<file path="src/rtl/rxe_pkg.sv">
// Shared receive-path constants and types.
// CRC-32 (802.3) parameters, FCS length, filter state encoding.
package rxe_pkg;

  localparam logic [31:0] CRC32_POLY    = 32'hEDB88320;
  localparam logic [31:0] CRC32_INIT    = 32'hFFFFFFFF;
  localparam logic [31:0] CRC32_RESIDUE = 32'hDEBB20E3;
  localparam int          FCS_BYTES     = 4;

  typedef enum logic [1:0] {
    S_IDLE,
    S_FILL,
    S_PASS,
    S_BYP
  } rxe_state_e;

endpackage

</file>
<file path="src/rtl/rxe_crc32_byte.sv">
// Combinational CRC-32 byte update, reflected, LSB first.
// Ports: crc_i (current reg), byte_i (data), crc_o (updated reg).
module rxe_crc32_byte
  import rxe_pkg::*;
(
  input  logic [31:0] crc_i,
  input  logic [7:0]  byte_i,
  output logic [31:0] crc_o
);

  logic [31:0] c;

  always_comb begin
    c = crc_i ^ {24'h0, byte_i};
    for (int i = 0; i < 8; i++) begin
      if (c[0]) c = (c >> 1) ^ CRC32_POLY;
      else      c = c >> 1;
    end
    crc_o = c;
  end

endmodule

</file>
<file path="src/rtl/rxe_crc_check.sv">
// Receive FCS checker: strips 4 trailing FCS bytes, flags bad CRC.
// Ports: i_clk, i_reset, i_en, i_v/i_d in; o_v/o_d out, o_err.
module rxe_crc_check
  import rxe_pkg::*;
(
  input  logic       i_clk,
  input  logic       i_reset,
  input  logic       i_en,
  input  logic       i_v,
  input  logic [7:0] i_d,
  output logic       o_v,
  output logic [7:0] o_d,
  output logic       o_err
);

  localparam logic [2:0] FCS_CNT = 3'(FCS_BYTES);

  rxe_state_e  state_q, state_d;
  logic        mode_q, mode_d;
  logic [2:0]  fcnt_q, fcnt_d;
  logic [31:0] crc_q, crc_d;
  logic [31:0] dl_q, dl_d;
  logic        ov_q, ov_d;
  logic [7:0]  od_q, od_d;
  logic        err_q, err_d;

  logic [31:0] crc_in;
  logic [31:0] crc_upd;

  // A new frame always starts from the init value.
  assign crc_in = (state_q == S_IDLE) ? CRC32_INIT : crc_q;

  rxe_crc32_byte u_crc (
    .crc_i  (crc_in),
    .byte_i (i_d),
    .crc_o  (crc_upd)
  );

  always_ff @(posedge i_clk) begin
    if (i_reset) begin
      state_q <= S_IDLE;
      mode_q  <= 1'b0;
      fcnt_q  <= 3'd0;
      crc_q   <= CRC32_INIT;
      dl_q    <= 32'h0;
      ov_q    <= 1'b0;
      od_q    <= 8'h0;
      err_q   <= 1'b0;
    end else begin
      state_q <= state_d;
      mode_q  <= mode_d;
      fcnt_q  <= fcnt_d;
      crc_q   <= crc_d;
      dl_q    <= dl_d;
      ov_q    <= ov_d;
      od_q    <= od_d;
      err_q   <= err_d;
    end
  end

  // dl[7:0] is the newest byte, dl[31:24] the oldest.
  always_comb begin
    state_d = state_q;
    mode_d  = mode_q;
    fcnt_d  = fcnt_q;
    crc_d   = crc_q;
    dl_d    = dl_q;
    ov_d    = 1'b0;
    od_d    = od_q;
    err_d   = err_q;

    unique case (state_q)
      S_IDLE: begin
        if (i_v) begin
          mode_d = i_en;
          crc_d  = crc_upd;
          err_d  = 1'b0;
          if (i_en) begin
            state_d = S_FILL;
            fcnt_d  = 3'd1;
            dl_d    = {dl_q[23:0], i_d};
          end else begin
            state_d = S_BYP;
            ov_d    = 1'b1;
            od_d    = i_d;
          end
        end
      end
      S_FILL, S_PASS: begin
        if (i_v) begin
          crc_d = crc_upd;
          dl_d  = {dl_q[23:0], i_d};
          if (state_q == S_PASS) begin
            ov_d = 1'b1;
            od_d = dl_q[31:24];
          end else begin
            fcnt_d = fcnt_q + 3'd1;
            if (fcnt_q == FCS_CNT - 3'd1) state_d = S_PASS;
          end
        end else begin
          err_d   = mode_q & ((fcnt_q < FCS_CNT) |
                              (crc_q != CRC32_RESIDUE));
          state_d = S_IDLE;
          fcnt_d  = 3'd0;
          crc_d   = CRC32_INIT;
          dl_d    = 32'h0;
        end
      end
      S_BYP: begin
        if (i_v) begin
          crc_d = crc_upd;
          ov_d  = 1'b1;
          od_d  = i_d;
        end else begin
          state_d = S_IDLE;
          crc_d   = CRC32_INIT;
        end
      end
      default: state_d = S_IDLE;
    endcase
  end

  assign o_v   = ov_q;
  assign o_d   = od_q;
  assign o_err = err_q;

endmodule
</file>
<file path="config.mk">
export PLATFORM = sky130hd
export DESIGN_NAME = rxe_crc_check
export DESIGN_NICKNAME = d
export VERILOG_FILES = /design/src/rtl/rxe_pkg.sv /design/src/rtl/rxe_crc32_byte.sv /design/src/rtl/rxe_crc_check.sv
export SDC_FILE = /design/constraint.sdc
export NUM_CORES = 1
export LEC_CHECK = 0
export ABC_AREA = 1
export CAP_MARGIN = 0
export CORE_MARGIN = 3
export CORE_UTILIZATION = 61
export DETAILED_ROUTE_END_ITERATION = 12
export GPL_TIMING_DRIVEN = 0
export HOLD_SLACK_MARGIN = 0.08
export PLACE_DENSITY_LB_ADDON = 0.05
export SLEW_MARGIN = 10
export SYNTH_ARGS = -nofsm -noshare
export SYNTH_HDL_FRONTEND = slang
export SYNTH_SLANG_ARGS = --single-unit
</file>
<file path="constraint.sdc">
create_clock -name i_clk -period 2.5 [get_ports i_clk]
set_clock_uncertainty 0.2 [all_clocks]
set_input_delay 0.375 -clock i_clk [delete_from_list [all_inputs] [get_ports i_clk]]
set_output_delay 0.375 -clock i_clk [all_outputs]
set_load 0.05 [all_outputs]
</file>
Word-level counts from Yosys, hierarchy flattened

Index checks and enable logic that the tools add are counted.

Bits of input ports: 12
Register bits after elaboration: 80
Output and inout port bits: 10

Eq/ne operators: 15
Bitwise gates (word level): 11
Reduce and logical (&&, ||, !) cells: 10
Add/sub/neg operators: 1
Mux-type cells: 43
$lt $le $gt $ge: 1

Operators with widths:

| kind                   | number |
|---|---|
| $mux W32               | 14 |
| $pmux W32 S2           | 2 |
| $not A13 Y14           | 8 |
| $mux W8                | 5 |
| $ne A32 B32 Y1 const B | 1 |
| $xor A32 B8 Y32        | 1 |
| $pmux W8 S3            | 1 |
| $ne A2 B2 Y1 const B   | 8 |
| $mux W2                | 6 |
| $mux W3                | 4 |
| $reduce_and A4 Y1      | 2 |
| $mux W1                | 7 |
| $ne A3 B3 Y1 const B   | 2 |
| $pmux W2 S3            | 1 |
| $pmux W3 S2            | 1 |
| $reduce_and A3 Y1      | 2 |
| $reduce_and A5 Y1      | 1 |
| $eq A2 B2 Y1 const B   | 2 |
| $add A3 B1 Y3 const B  | 1 |
| $eq A3 B2 Y1 const B   | 1 |
| $lt A3 B3 Y1 const B   | 1 |
| $pmux W1 S3            | 1 |
| $reduce_or A3 Y1       | 1 |
| $eq A2 B1 Y1 const B   | 1 |
| other kinds (7)        | 7 |

Longest topological paths before layout

Word-level depth: 21
Depth in mapped cells: 16

Cells and area by module

From an unflattened synthesis, not the netlist that was laid out.

Cell total of the unflattened synthesis: 662
Area total of the unflattened synthesis: 4668.2 um^2

By module, submodules not included:

| module         | cells each | area each (um^2) | instances | sequential area each (um^2) |
|---|---|---|---|---|
| rxe_crc_check  | 453        | 3493.4           | 1         | 1601.5 |
| rxe_crc32_byte | 209        | 1174.9           | 1         | 0.0 |

Worst setup path before layout

OpenSTA, ideal clock, no wires.

Path kind: reg-to-reg
Start: reg state_q[0]
End: reg crc_q[19]
Library setup time: 120 ps
Cell stages (with the launch flop): 15
Required time: 2180 ps
Clock period less this slack: 2103 ps
Path slack: 397 ps
Arrival: 1782 ps
Path through: dfxtp_1 inv_1 ha_1 buf_6 nor2_4 xor2_2 nand2_1 nand2_1 nand2_1 nand2_4 nand2_1 nand2_1 inv_2 nand2_1 nand3_1

Longest elaborated chain between the ends: 19
Elaborated cells on any way between the ends: 26
Classes of those cells: 4 x eq/ne; 12 x mux; 8 x bitwise; 2 x reduce/logical

RTL lines:

| what                               | RTL line                                                       | text |
|---|---|---|
| start, declared                    | rxe_crc_check.sv:18                                            | `rxe_state_e state_q, state_d;` |
| start signal, assigned             | rxe_crc_check.sv:50                                            | `state_q <= state_d;` |
| $logic_not A2 Y1                   | rxe_crc_check.sv:31, rxe_crc_check.sv:72                       |  |
| $mux W32                           | rxe_crc_check.sv:31                                            | `assign crc_in = (state_q == S_IDLE) ? CRC32_INIT : crc_q;` |
| $xor A32 B8 Y32                    | rxe_crc32_byte.sv:14                                           | `c = crc_i ^ {24'h0, byte_i};` |
| $not A13 Y14 (no line)             | --                                                             |  |
| $mux W32 (2 in a row)              | rxe_crc32_byte.sv:16                                           | `if (c[0]) c = (c >> 1) ^ CRC32_POLY;` |
| $not A13 Y14 (no line)             | --                                                             |  |
| $mux W32                           | rxe_crc32_byte.sv:16                                           |  |
| $not A13 Y14 (no line)             | --                                                             |  |
| $mux W32 (2 in a row)              | rxe_crc32_byte.sv:16                                           |  |
| $not A13 Y14 (no line)             | --                                                             |  |
| $mux W32                           | rxe_crc32_byte.sv:16                                           |  |
| $not A13 Y14 (no line)             | --                                                             |  |
| $mux W32                           | rxe_crc32_byte.sv:16                                           |  |
| $not A13 Y14 (no line)             | --                                                             |  |
| $mux W32                           | rxe_crc32_byte.sv:16                                           |  |
| $mux W32, on equally long branches | rxe_crc_check.sv:90, rxe_crc_check.sv:110, rxe_crc_check.sv:74 |  |
| $pmux W32 S2                       | rxe_crc_check.sv:72                                            | `unique case (state_q)` |
| end signal, assigned               | rxe_crc_check.sv:53                                            | `crc_q <= crc_d;` |
| end, declared                      | rxe_crc_check.sv:21                                            | `logic [31:0] crc_q, crc_d;` |

Several ways; a longest one is shown, not always the timed one. The select of a mux whose other input is x is not followed.
A chain may end at the register's enable or synchronous reset.

Worst setup path after layout

Start: reg state_q[1]
End: reg crc_q[18]

Longest elaborated chain between the ends: 18
Elaborated cells on any way between the ends: 25
Classes of those cells: 4 x eq/ne; 12 x mux; 7 x bitwise; 2 x reduce/logical

RTL lines:

| what                               | RTL line |
|---|---|
| $logic_not A2 Y1                   | rxe_crc_check.sv:31, rxe_crc_check.sv:72 |
| $mux W32                           | rxe_crc_check.sv:31 |
| $xor A32 B8 Y32                    | rxe_crc32_byte.sv:14 |
| $mux W32                           | rxe_crc32_byte.sv:16 |
| $not A13 Y14 (no line)             | -- |
| $mux W32                           | rxe_crc32_byte.sv:16 |
| $not A13 Y14 (no line)             | -- |
| $mux W32 (2 in a row)              | rxe_crc32_byte.sv:16 |
| $not A13 Y14 (no line)             | -- |
| $mux W32                           | rxe_crc32_byte.sv:16 |
| $not A13 Y14 (no line)             | -- |
| $mux W32                           | rxe_crc32_byte.sv:16 |
| $not A13 Y14 (no line)             | -- |
| $mux W32 (2 in a row)              | rxe_crc32_byte.sv:16 |
| $mux W32, on equally long branches | rxe_crc_check.sv:90, rxe_crc_check.sv:110, rxe_crc_check.sv:74 |
| $pmux W32 S2                       | rxe_crc_check.sv:72 |

Several ways; a longest one is shown, not always the timed one. The select of a mux whose other input is x is not followed.

==> impl_metrics.tcl <==
set metrics [dict create \
    portBuffers 20 \
    reg2reg_slack_ps 140 \
    power_mw 5.88 \
    place_area_mm2 0.00486 \
    tritoncts "built" \
    hold_path.startpoint "dl_q[5]$_SDFFE_PP0P_" \
    cp_num_cells 15 \
    nNetsFinal 703 \
    use_met2_pct 46.9 \
    grt_pass1_vias 4216 \
    detail-route-antenna-nets 0 \
    criticalPathCategory "flip-flop to flip-flop" \
    cts_sinks 80 \
    yosysWarnings 0 \
    crit_slowest_cell "dfxtp_2" \
    drt-vias-per-instance 5.73 \
    tightest_slew_ps 555 \
    drv_slew 0 \
    syn_nets 668 \
    final_common_cell "nand2_1" \
    rsz0062_at_grt "no" \
    dieArea_mm2 0.00852 \
    wire_per_inst_um 16.4 \
    antenna_found_initial 0 \
    syn_inst 650 \
    rows 30 \
    hpwlAfterDp_um 9470 \
    fillers 602 \
    drtPass1Iterations 7 \
    pre_cts_slack_ps -169 \
    synth_seq_cells 80 \
    crit_top_cell "nand2_1" \
    synth_top_family_by_area "simple AND/OR/NAND/NOR gates" \
    grt_pass1_wl_um 21100 \
    yosys.area_share.simple_pct 33.8 \
    cp_top_family "simple AND/OR/NAND/NOR gates" \
    worstPathArrival_ps 2430 \
    drive_above_1_share_pct 12.6 \
    hold_ws_ps 271 \
    seq_area_mm2 0.00160 \
    synthMuxAreaShare_pct 0 \
    fin_crit_ps 2360 \
    p_leak_nw 2.18 \
    die_w_um 92.3 \
    synth_area_mm2 0.00454 \
    status "complete, no violations" \
    synth_compound_area_share_pct 14.5 \
    max-slew-margin-rel_pct 63.0 \
    cts_max_level 3 \
    hold_violations 0 \
    r2r_cells 15 \
    synthXorXnorAreaFrac_pct 6.50 \
    avgSynthCellArea_um2 6.99 \
    cp_cell_sequence "inv_1, ha_4, buf_8, buf_8, nor2_8, nand2_2, nand2_4, nand2_1, nand3_2, nand3_1, nand2_1, nand2_1, nand3_1, nand2_1, inv_1" \
    period_share_pct 94.4 \
    cap_violations 0 \
    clockRootBuffer "clkbuf_8" \
    core_mm2 0.00702 \
    syn_to_final_growth_pct 13.7 \
    hold_path.class "flip-flop to flip-flop" \
    crit_buf_inv 4 \
    gr-total-overflow 0 \
    clk_latency_ps 360 \
    synth_adder_area_share_pct 1.65 \
    drtIter0Drc 469 \
    track_usage_pct 31.6 \
    fmaxAchievable_ghz 0.424 \
    cts_buffer_depth 2 \
    crit_required_ps 2570 \
    place.gp.congestion 1.01 \
    grt_util_met1_pct 45.6 \
    busiest_layer "met2" \
    ir_drop_v 0.000791 \
    final_util_pct 73.6 \
    start_kind "flip-flop" \
    diodes 0 \
    cp_slowest_stage_delay_ps 340 \
    final_cell_mix "159 x nand2_1, 79 x dfxtp_1, 66 x nand3_1, 54 x inv_1, 50 x a21oi_1" \
    r2r_end "crc_q[18]$_SDFFE_PP1P_" \
    fp.dieH_um 92.3 \
    worstSetupEndpointType "flip-flop" \
    ctsHoldBuffers 0 \
    endpoint "crc_q[18]$_SDFFE_PP1P_" \
    cts.reportedPaths.clkPinSlew_ps 100 \
    ys_seq_area_share_pct 35.2 \
    setup_viol 0 \
    cts_made_buffers 9 \
    met3_usage_pct 6.99 \
    wirelength_um 12900 \
    crit_path_start "state_q[1]$_SDFFE_PP0P_" \
    worst_slack_ps 141 \
    multiInputGateArea_mm2 0.00259 \
    rr_startpoint "state_q[1]$_SDFFE_PP0P_" \
    start_util_pct 64.7 \
    drc 0 \
    powerDensity_mw_per_mm2 1140 \
    ioPinCount 22 \
    path_max_fanout 10 \
    stdcell_area_mm2 0.00517 \
    grt_max_degree 17 \
    synth_cell_types 50 \
    vias 4504 \
]
[Yosys cell counts, drive strengths merged]
| cell | number | area, um2 |
|---|---|---|
| dfxtp | 80 | 1600 |
| o21bai | 4 | 41.3 |
| and3 | 1 | 6.26 |
| a21oi | 51 | 259 |
| a211oi | 1 | 7.51 |
| nand3 | 68 | 350 |
| buf | 12 | 90.1 |
| o2111ai | 2 | 17.5 |
| or3 | 1 | 6.26 |
| nand2 | 183 | 759 |
| o211ai | 1 | 7.51 |
| a31oi | 8 | 50.1 |
| inv | 61 | 231 |
| o22ai | 7 | 43.8 |
| nand4 | 8 | 50.1 |
| nor2 | 58 | 293 |
| xor2 | 21 | 218 |
| o221ai | 1 | 8.76 |
| o21ai | 39 | 199 |
| nor4 | 2 | 12.5 |
| nor3 | 2 | 10.0 |
| clkinv | 1 | 3.75 |
| or2 | 3 | 18.8 |
| ha | 6 | 75.1 |
| clkbuf | 14 | 52.6 |
| a221oi | 1 | 8.76 |
| nand3b | 4 | 30.0 |
| a22oi | 1 | 7.51 |
| xnor2 | 8 | 77.6 |
| a21boi | 1 | 7.51 |
[worst register-to-register path: stages, from the launching register on]
cell and delay [ps]:
dfxtp_2 340, inv_1 140, ha_4 220, buf_8 180, buf_8 180, nor2_8 50
nand2_2 80, nand2_4 110, nand2_1 120, nand3_2 120, nand3_1 120, nand2_1 60
nand2_1 50, nand3_1 150, nand2_1 110, inv_1 40
[stage by stage]
stage,setup TNS (ps),instances
floorplan,0,650
global placement,-2590,766
detailed placement,-2110,766
global route,0,786
CTS,0,782
finish,0,786
[timing repair]
action,4_1_cts,5_1_grt
setup endpoints to repair,11,32
gates resized for setup,2,12
pin swaps,0,3
setup buffers,0,4
[how the worst min path moves through the flow]
| stage | cells after the start | endpoint | slack (ps) |
|---|---|---|---|
| after floorplan | 2 | mode_q$_SDFFE_PP0P_ | 240 |
| after global placement | 2 | mode_q$_SDFFE_PP0P_ | 250 |
| after detailed placement | 2 | dl_q[17]$_SDFFE_PP0P_ | 260 |
| after CTS | 2 | dl_q[17]$_SDFFE_PP0P_ | 270 |
| after global routing | 2 | dl_q[31]$_SDFFE_PP0P_ | 290 |
| final | 2 | dl_q[5]$_SDFFE_PP0P_ | 270 |
[metal layers]
metal / vias up / part of all wire [%]
li1: 2199 / -
met1: 2066 / 44
met2: 217 / 43
met3: 22 / 11
met4: 0 / 1.6
met5: - / 0
[flip-flops by register name, indices dropped and copies added (netlist names)]
signal and flops:
state_q 2, o_err 1, fcnt_q 3, o_d 8, crc_q 32, dl_q 32, mode_q 1, o_v 1
[logic make-up (layout without fill, tap and decap cells)]
logic type / after synthesis / in the layout
adder cells (fa/ha/maj): 6 / 6
XOR/XNOR: 29 / 29
buffers and inverters: 88 / 128
AND/OR/NAND/NOR: 330 / 330
AO/OA/AOI/OAI: 117 / 117
flip-flops: 80 / 80
[report_power, final]
part	total, mW	internal (mW)	switching, mW
combinational	2.91	0.953	1.96
clock	1.14	0.586	0.555
sequential	1.83	1.57	0.259
total	5.88	3.11	2.77
[area by class of cell]
class / instances / area share [%]
Tap cell: 96 / 2.32
Multi-Input combinational cell: 482 / 50.2
Inverter: 62 / 4.67
Buffer: 26 / 2.86
Timing Repair Buffer: 24 / 4.46
Clock inverter: 7 / 2.11
Clock buffer: 9 / 2.40
Sequential cell: 80 / 31.0
No activity file was read; power rests on OpenSTA's default activity.
